File: config.mk
export PLATFORM = sky130hd
export DESIGN_NAME = sr_shift_sequencer_flat
export DESIGN_NICKNAME = d
export VERILOG_FILES = /design/src/rtl/sr_shift_sequencer_pkg.sv /design/src/rtl/sr_shift_sequencer_if.sv /design/src/rtl/sr_shift_sequencer_tick_gen.sv /design/src/rtl/sr_shift_sequencer.sv /design/src/flat_wrapper.sv
export SDC_FILE = /design/constraint.sdc
export NUM_CORES = 1
export LEC_CHECK = 0
export CAP_MARGIN = 20
export CORE_AREA = 2 2 66 68
export CTS_CLUSTER_DIAMETER = 40
export CTS_CLUSTER_SIZE = 8
export DETAILED_ROUTE_END_ITERATION = 10
export DIE_AREA = 0 0 68 70
export HOLD_SLACK_MARGIN = 0.06
export MAX_ROUTING_LAYER = met4
export PLACE_DENSITY = 0.84
export SLEW_MARGIN = 20
export SYNTH_ARGS = -nofsm -noshare
export SYNTH_HDL_FRONTEND = slang
export SYNTH_HIERARCHICAL = 1
export SYNTH_SLANG_ARGS = --single-unit
File: constraint.sdc
create_clock -name CLK -period 2.2 [get_ports CLK]
set_input_delay 0.33 -clock CLK [delete_from_list [all_inputs] [get_ports CLK]]
set_output_delay 0.33 -clock CLK [all_outputs]
set_load 0.01 [all_outputs]
File: src/rtl/sr_shift_sequencer_pkg.sv
// Shared definitions for the shift-register sequencer: FSM encoding,
// the minimum legal strobe period and small elaboration-time helpers.
package sr_seq_pkg;

  // Sequencer states; the fourth encoding is unused and decodes to IDLE.
  typedef enum logic [1:0] {
    ST_IDLE  = 2'd0,
    ST_CLEAR = 2'd1,
    ST_SHIFT = 2'd2
  } state_t;

  // Shortest strobe period that still leaves a non-strobe cycle between CEs.
  localparam int TICK_DIV_MIN = 2;

  // Clamp a requested strobe period into the legal range.
  function automatic int tick_div_legal(input int div);
    return (div < TICK_DIV_MIN) ? TICK_DIV_MIN : div;
  endfunction

  // Width of an index able to address every bit of a WIDTH-bit frame.
  function automatic int idx_width(input int width);
    return (width > 1) ? $clog2(width) : 1;
  endfunction

endpackage

File: src/rtl/sr_shift_sequencer_if.sv
// Control/status bundle between a frame requester and the sequencer,
// plus the strobes the sequencer drives into the external shift register.
interface sr_shift_sequencer_if #(
  parameter int WIDTH = 4
);
  import sr_seq_pkg::*;

  localparam int IDX_W = idx_width(WIDTH);

  // Requester side
  logic             START;
  logic [WIDTH-1:0] PATTERN;
  logic             REPEAT;
  logic             ABORT;

  // Sequencer side
  logic             BUSY;
  logic             DONE;
  logic             SR_R;
  logic             SR_CE;
  logic             SR_SLI;
  logic [IDX_W-1:0] BIT_IDX;

  // The requester drives frame commands and observes status and strobes.
  modport master (
    output START, PATTERN, REPEAT, ABORT,
    input  BUSY, DONE, SR_R, SR_CE, SR_SLI, BIT_IDX
  );

  // The sequencer consumes frame commands and produces status and strobes.
  modport slave (
    input  START, PATTERN, REPEAT, ABORT,
    output BUSY, DONE, SR_R, SR_CE, SR_SLI, BIT_IDX
  );

endinterface

File: src/rtl/sr_shift_sequencer_tick_gen.sv
// Mod-TICK_DIV enable generator: replaces a divided clock with a one-cycle
// tick on the fast clock. Shared by every block that needs a slow cadence.
module sr_tick_gen #(
  parameter int TICK_DIV = 4
) (
  input  logic CLK,
  input  logic R,
  input  logic en,
  input  logic clr,
  output logic tick
);

  localparam int CNT_W = (TICK_DIV > 1) ? $clog2(TICK_DIV) : 1;
  localparam logic [CNT_W-1:0] CNT_LAST = CNT_W'(TICK_DIV - 1);

  logic [CNT_W-1:0] cnt_reg;
  logic             at_last;

  assign at_last = (cnt_reg == CNT_LAST);
  assign tick    = en && at_last;

  // Count enabled cycles, wrapping at TICK_DIV-1; clr parks the count at zero.
  always_ff @(posedge CLK) begin
    if (R) begin
      cnt_reg <= '0;
    end else if (clr) begin
      cnt_reg <= '0;
    end else if (en) begin
      cnt_reg <= at_last ? '0 : cnt_reg + CNT_W'(1);
    end
  end

endmodule

File: src/rtl/sr_shift_sequencer.sv
// Frame sequencer for an R/CE/SLI shift register running on CLK. A START
// latches a pattern, clears the register once, then presents the pattern
// MSB-first with one SR_CE strobe every TICK_DIV clocks. Every output is
// registered so the external register sees glitch-free strobes.
module sr_shift_sequencer
  import sr_seq_pkg::*;
#(
  parameter int WIDTH    = 4,
  parameter int TICK_DIV = 100000000
) (
  input  logic                  CLK,
  input  logic                  R,
  sr_shift_sequencer_if.slave   bus
);

  localparam int TICK_EFF = tick_div_legal(TICK_DIV);
  localparam int IDX_W    = idx_width(WIDTH);
  localparam logic [IDX_W-1:0] LAST_IDX = IDX_W'(WIDTH - 1);

  state_t           state_reg, state_next;
  logic [WIDTH-1:0] pat_reg, pat_next;
  logic             rep_reg, rep_next;
  logic [IDX_W-1:0] idx_reg, idx_next;
  logic             busy_reg, busy_next;
  logic             done_reg, done_next;
  logic             sr_r_reg, sr_r_next;
  logic             sr_ce_reg, sr_ce_next;
  logic             sli_reg, sli_next;

  logic             tick;
  logic             tick_en;
  logic             tick_clr;
  logic [WIDTH-1:0] bit_sel;

  // The tick counter runs through CLEAR and SHIFT; it sits at zero in IDLE so
  // a new frame always sees its first strobe exactly TICK_DIV cycles later.
  assign tick_en  = (state_reg == ST_CLEAR) || (state_reg == ST_SHIFT);
  assign tick_clr = (state_reg == ST_IDLE) || bus.ABORT;

  sr_tick_gen #(
    .TICK_DIV (TICK_EFF)
  ) u_tick (
    .CLK  (CLK),
    .R    (R),
    .en   (tick_en),
    .clr  (tick_clr),
    .tick (tick)
  );

  // One-hot AND-OR selection of the bit that will be presented next cycle.
  for (genvar gi = 0; gi < WIDTH; gi++) begin : g_bit_sel
    assign bit_sel[gi] = (idx_next == IDX_W'(gi)) && pat_next[gi];
  end

  // Serial data is only driven while shifting; it is 0 in IDLE and CLEAR.
  assign sli_next = (state_next == ST_SHIFT) && (|bit_sel);

  // Next-state and next-output logic; ABORT overrides every state.
  always_comb begin
    state_next = state_reg;
    pat_next   = pat_reg;
    rep_next   = rep_reg;
    idx_next   = idx_reg;
    busy_next  = 1'b0;
    done_next  = 1'b0;
    sr_r_next  = 1'b0;
    sr_ce_next = 1'b0;

    if (bus.ABORT) begin
      state_next = ST_IDLE;
      sr_r_next  = 1'b1;
      idx_next   = '0;
    end else begin
      case (state_reg)
        ST_IDLE: begin
          if (bus.START) begin
            pat_next   = bus.PATTERN;
            rep_next   = bus.REPEAT;
            idx_next   = LAST_IDX;
            state_next = ST_CLEAR;
            sr_r_next  = 1'b1;
            busy_next  = 1'b1;
          end
        end

        ST_CLEAR: begin
          state_next = ST_SHIFT;
          busy_next  = 1'b1;
        end

        ST_SHIFT: begin
          busy_next  = 1'b1;
          sr_ce_next = tick;
          // Advance once the strobe for the current bit has been issued.
          if (sr_ce_reg) begin
            if (idx_reg != '0) begin
              idx_next = idx_reg - IDX_W'(1);
            end else if (rep_reg) begin
              idx_next  = LAST_IDX;
              done_next = 1'b1;
            end else begin
              state_next = ST_IDLE;
              done_next  = 1'b1;
              busy_next  = 1'b0;
            end
          end
        end

        default: begin
          state_next = ST_IDLE;
        end
      endcase
    end
  end

  // State, latched frame and registered outputs; reset leaves everything at 0.
  always_ff @(posedge CLK) begin
    if (R) begin
      state_reg <= ST_IDLE;
      pat_reg   <= '0;
      rep_reg   <= 1'b0;
      idx_reg   <= '0;
      busy_reg  <= 1'b0;
      done_reg  <= 1'b0;
      sr_r_reg  <= 1'b0;
      sr_ce_reg <= 1'b0;
      sli_reg   <= 1'b0;
    end else begin
      state_reg <= state_next;
      pat_reg   <= pat_next;
      rep_reg   <= rep_next;
      idx_reg   <= idx_next;
      busy_reg  <= busy_next;
      done_reg  <= done_next;
      sr_r_reg  <= sr_r_next;
      sr_ce_reg <= sr_ce_next;
      sli_reg   <= sli_next;
    end
  end

  assign bus.BUSY    = busy_reg;
  assign bus.DONE    = done_reg;
  assign bus.SR_R    = sr_r_reg;
  assign bus.SR_CE   = sr_ce_reg;
  assign bus.SR_SLI  = sli_reg;
  assign bus.BIT_IDX = idx_reg;

endmodule
File: src/flat_wrapper.sv
// flat-port wrapper written by rule: the top's interface ports become plain ports
module sr_shift_sequencer_flat import sr_seq_pkg::*;
#(
  parameter int WIDTH    = 4,
  parameter int TICK_DIV = 100000000
)
  (CLK, R, bus_START, bus_PATTERN, bus_REPEAT, bus_ABORT, bus_BUSY, bus_DONE, bus_SR_R, bus_SR_CE, bus_SR_SLI, bus_BIT_IDX);
  sr_shift_sequencer_if #(.WIDTH(WIDTH)) bus_i ();
  input  logic CLK;
  input  logic R;
  input wire logic [$bits(bus_i.START)-1:0] bus_START;
  input wire logic [$bits(bus_i.PATTERN)-1:0] bus_PATTERN;
  input wire logic [$bits(bus_i.REPEAT)-1:0] bus_REPEAT;
  input wire logic [$bits(bus_i.ABORT)-1:0] bus_ABORT;
  output wire logic [$bits(bus_i.BUSY)-1:0] bus_BUSY;
  output wire logic [$bits(bus_i.DONE)-1:0] bus_DONE;
  output wire logic [$bits(bus_i.SR_R)-1:0] bus_SR_R;
  output wire logic [$bits(bus_i.SR_CE)-1:0] bus_SR_CE;
  output wire logic [$bits(bus_i.SR_SLI)-1:0] bus_SR_SLI;
  output wire logic [$bits(bus_i.BIT_IDX)-1:0] bus_BIT_IDX;
  assign bus_i.START = bus_START;
  assign bus_i.PATTERN = bus_PATTERN;
  assign bus_i.REPEAT = bus_REPEAT;
  assign bus_i.ABORT = bus_ABORT;
  assign bus_BUSY = bus_i.BUSY;
  assign bus_DONE = bus_i.DONE;
  assign bus_SR_R = bus_i.SR_R;
  assign bus_SR_CE = bus_i.SR_CE;
  assign bus_SR_SLI = bus_i.SR_SLI;
  assign bus_BIT_IDX = bus_i.BIT_IDX;
  sr_shift_sequencer #(.WIDTH(WIDTH), .TICK_DIV(TICK_DIV)) u_core (.CLK(CLK), .R(R), .bus(bus_i));
endmodule
# After elaboration in Yosys (flattened, before gate mapping)
# Cells that the tools add are included.
# classes
bitwise,3
n_eq_ne,7
reduce_logical,17
addsub,2
mux,24
# ops
operator,count
"adder 27 x 1 -> 27 bit, second input constant",1
"== test 27 bit, second input constant",1
two-way mux 27 bit,1
two-way mux 2 bit,10
two-way mux 4 bit,3
"== test 2 bit, second input constant",4
OR reduction 4 bit,2
two-way mux 1 bit,7
logical AND 1 bit,6
one-hot mux 2 bit (3 select lines),1
"== test 2 x 1 -> 1 bit, second input constant",2
zero test 2 bit,2
one-hot mux 2 bit (2 select lines),1
OR reduction 2 bit,2
inverter 1 bit,3
one-hot mux 1 bit (3 select lines),1
AND reduction 3 bit,1
OR reduction 3 bit,1
logical OR 1 bit,2
nonzero test 2 bit,1
"subtractor 2 x 1 -> 2 bit, second input constant",1
# word_totals
input_bits,9
ff_bits,41
wordCells,63
output_inout_bits,7

# Longest topological paths before layout
# depth
word_depth,9
ltp_mapped,9
ltp_nobuf,7

# By module
# The synthesis kept the hierarchy.
# modules_own_cells
mod,area_per_inst_um2,cells_each,n_inst
sr_tick_gen,1347.5,156,1
sr_shift_sequencer,693.2,73,1

# Worst setup path before layout
# No wires, ideal clock.
# synth_path
path_kind,register to register
startpoint,register u_core.state_reg[0]
endpoint,register u_core.u_tick.cnt_reg[19]
t_required_ns,2.127
stages_incl_launch_ff,9
path_buffers,2
setup_ns,0.073
arrival_time_ns,2.159
setup_slack_ns,-0.031
path_cell_list,dfxtp_1 > inv_1 > ha_1 > buf_4 > nand4_2 > or4_4 > buf_6 > or3_1 > a21oi_1
# synth_lines
element,line_no,rtl
from (decl),sr_shift_sequencer.sv:20,"state_t state_reg, state_next;"
from (signal assigned),sr_shift_sequencer.sv:129,state_reg <= state_next;
== test 2 x 1 -> 1 bit or == test 2 bit (tied branches),sr_shift_sequencer.sv:37,assign tick_en = (state_reg == ST_CLEAR) || (state_reg == ST_SHIFT);
logical OR 1 bit (*),sr_shift_sequencer.sv:37,
named net u_core.tick_en,sr_shift_sequencer.sv:31,logic tick_en;
to (signal assigned),sr_shift_sequencer_tick_gen.sv:29,cnt_reg <= at_last ? '0 : cnt_reg + CNT_W'(1);
to (decl),sr_shift_sequencer_tick_gen.sv:16,logic [CNT_W-1:0] cnt_reg;
# Mark *: on every way through the listed nets, which the timed path passes. The rest lies on a longest branch.
# A chain may end at the register's enable or synchronous reset.

# Worst setup path after layout
# layout_path
startpoint,register u_core.state_reg[1]
endpoint,register u_core.u_tick.cnt_reg[25]
# The elaborated chain is that of the path after synthesis.

==> impl_metrics.yaml <==
status:
  status: "completed"
floorplan:
  die_h_um: 70
  dieArea_sq_um: 4760
  core-area_sq_um: 4140
  rows: 24
  die_x_um: 68
  start_util_pct: 49.2
  ios: 16
sta:
  min_period_ns: 2.05
  finalSetupViolCount: 0
  finalSetupTns_ns: 0
  slew_headroom_pct: 77.3
  layout_worst_path_cycle_share_pct: 93.2
  clock.fmax_mhz: 488
  drv_slew: 0
  rsz0062_at_grt: "false"
  fin_skew_ns: 0.00350
  final_hold_viol_count: 0
  tightest_slew_ns: 0.340
min_path:
  hold_path.class: "reg2reg"
yosys:
  async_flop_share_pct: 0
  netlist_instances: 229
  ys_ff_latch: 41
  synthesis.area_sq_um: 2040
  synth_edf_count: 0
  yosys_most_used_dff: "dfxtp_1"
  synth_cell_types: 47
  syn-num-nets: 243
  syn_avg_cell_area_sq_um: 8.91
  ys_seq_area_share_pct: 40.2
  yosysWarningCount: 6
critical_path:
  worstReg2RegStart: "u_core/state_reg[1]$_SDFF_PP0_"
  cpPeakStageDelay_ns: 0.50
  r2r_end: "u_core/u_tick/cnt_reg[25]$_SDFFE_PP0P_"
  startpoint_type: "flip-flop"
  crit_fanout: 11
  worst_path_dominant_cell_family: "simple AND/OR/NAND/NOR gates"
  crit_cells: 6
  critPathSlowestCell: "or4_4"
  crit_start: "u_core/state_reg[1]$_SDFF_PP0_"
  cp.buffers_inverters: 1
  worstSetupPathType: "reg2reg"
  worstSetupEndpointType: "flip-flop"
  cp_cell_sequence: "inv_1, ha_1, nand4_2, or4_4, or4_1, a21oi_1"
  reg2reg_slack_ns: 0.15
  worstRegToRegCells: 6
  cp.required_ns: 2.43
  endpoint: "u_core/u_tick/cnt_reg[25]$_SDFFE_PP0P_"
  arrival_ns: 2.28
power_and_ir_drop:
  p_switching_uw: 304
  power_frac_clock_pct: 38.5
  p_leak_uw: 0.000788
  powerDensity_nw_per_um2: 588
  comb_power_share_pct: 7.0
  peakVddDrop_v: 0.000526
  total_power_uw: 1390
  p_sw_share_pct: 21.9
  p_int_uw: 1090
  seqPwrFrac_pct: 54.5
grt:
  grt_max_degree: 19
  grt_pass1_vias: 1600
  grt.overflow.total: 0
  antenna_found_initial: 0
  grt_usage_pct: 19.2
  grt_pass1_wl_mm: 6.91
finish:
  area_growth_pct: 15.8
  num-fill-cells: 383
  diodes: 0
  nets: 263
  largest_reg_flops: 27
  drive_gt1_share_pct: 13.2
  final_common_cell: "dfxtp_1"
  layout_common_cells: "dfxtp_1 (39), nor2_1 (32), a21oi_1 (16)"
drt:
  drt_iter0_markers: 111
  ant_nets: 0
  drc_errors: 0
  via_count: 1715
  viasPerCell: 5.68
  wire_per_inst_um: 13.8
  firstDrtPassIters: 4
  wl_mm: 4.16
clock_network:
  ctsHoldBuffers: 0
  cts.htree.levels: 2
  tritoncts: "yes"
  cts_setup_buffers: 0
  root_buffer: "clkbuf_8"
  cts.repair.resized: 0
  cts_buffers: 5
  clkTransAtPathRegs_ns: 0.08
  insertion_delay_ns: 0.29
  clock_path_buffers: 2
  cts_num_sinks: 41
placed_design:
  dp.final_hpwl_mm: 2.97
  place.gp.congestion: 0.877
  numPortBuffers: 15
job:
  maxCapViolCount: 0
## worst min-delay path, stage by stage, from the launching register on
cell and delay [ns]:
dfxtp_1 0.33, o31ai_1 0.07, a21oi_1 0.06
## how the worst min path moves through the flow
stage,from,to,slack (ns),depth (start not counted)
after global placement,u_core/pat_reg[1]$_SDFF_PP0_,u_core/pat_reg[1]$_SDFF_PP0_,0.47,2
final,u_core/u_tick/cnt_reg[26]$_SDFFE_PP0P_,u_core/u_tick/cnt_reg[26]$_SDFFE_PP0P_,0.49,2
after global routing,u_core/u_tick/cnt_reg[25]$_SDFFE_PP0P_,u_core/u_tick/cnt_reg[25]$_SDFFE_PP0P_,0.52,2
after detailed placement,u_core/u_tick/cnt_reg[26]$_SDFFE_PP0P_,u_core/u_tick/cnt_reg[26]$_SDFFE_PP0P_,0.48,2
after floorplan,u_core/u_tick/cnt_reg[26]$_SDFFE_PP0P_,u_core/u_tick/cnt_reg[26]$_SDFFE_PP0P_,0.45,2
after CTS,u_core/u_tick/cnt_reg[26]$_SDFFE_PP0P_,u_core/u_tick/cnt_reg[26]$_SDFFE_PP0P_,0.49,2
## cell usage after synthesis (all sizes together), types with 2 or more instances
cell type | number | area [sq um]
a21oi | 16 | 80.1
a31o | 3 | 26.3
and2 | 2 | 12.5
and3 | 4 | 30.0
and4 | 6 | 53.8
buf | 5 | 40.0
clkbuf | 6 | 23.8
dfxtp | 41 | 821
ha | 5 | 62.6
inv | 5 | 18.8
mux2 | 2 | 22.5
mux2i | 6 | 60.1
nand2 | 14 | 52.6
nand3 | 4 | 20.0
nand3b | 3 | 22.5
nand4 | 16 | 121
nor2 | 32 | 120
nor3 | 5 | 25.0
nor4 | 5 | 31.3
o21ai | 8 | 40.0
o31ai | 4 | 35.0
or2 | 2 | 12.5
or3 | 6 | 37.5
or3b | 2 | 17.5
or4 | 3 | 26.3
xnor2 | 10 | 87.6
xor2 | 6 | 52.6
## power groups by stage
stage               Combinational [uW]  Clock [uW]  Sequential (uW)
floorplan                         56.1           0              777
global placement                  95.4           0              775
detailed placement                97.7           0              775
CTS                               98.3         560              758
global route                       107         586              759
finish                            97.6         535              758
## metrics by stage
stage / cells / hold slack [ns] / setup WS (ns) / utilization, % / area (sq um)
3_3_place_gp: 294 / 0.467 / 0.134 / 54.6 / 2260
2_1_floorplan: 229 / 0.447 / 0.0287 / - / 2040
3_5_place_dp: 294 / 0.480 / 0.0597 / 54.6 / 2260
5_1_grt: 302 / 0.524 / 0.0166 / 57.0 / 2360
4_1_cts: 302 / 0.493 / 0.0444 / 57.0 / 2360
6_report: 302 / 0.494 / 0.150 / 57.0 / 2360
## metal layers
layer	vias up	share of wire, %	routed length, um	track usage, %
met5	-	0	0	-
met1	799	45	1880	22.2
met3	9	4.2	173	3.86
li1	866	-	-	-
met4	0	2.0	85	9.56
met2	41	48	2020	31.1
## cell families (layout without fill, tap and decap cells)
logic type / count (synthesis) / in the layout / synth area share, %
simple gates: 109 / 109 / 30.9
flops: 41 / 41 / 40.2
compound gates: 34 / 34 / 10.9
xor+xnor: 16 / 16 / 6.87
buf+inv: 16 / 37 / 4.05
mux: 8 / 8 / 4.05
fa+ha+maj: 5 / 5 / 3.07
## final cells by class
type	count	area (sq um)	share of cell area [%]
Clock inverter	1	5.00	0.212
Timing Repair Buffer	24	218	9.21
Tap cell	52	65.1	2.75
Clock buffer	7	96.3	4.08
Multi-Input combinational cell	172	1140	48.1
Inverter	5	18.8	0.794
Sequential cell	41	823	34.8
No activity file was read; power rests on OpenSTA's default activity.
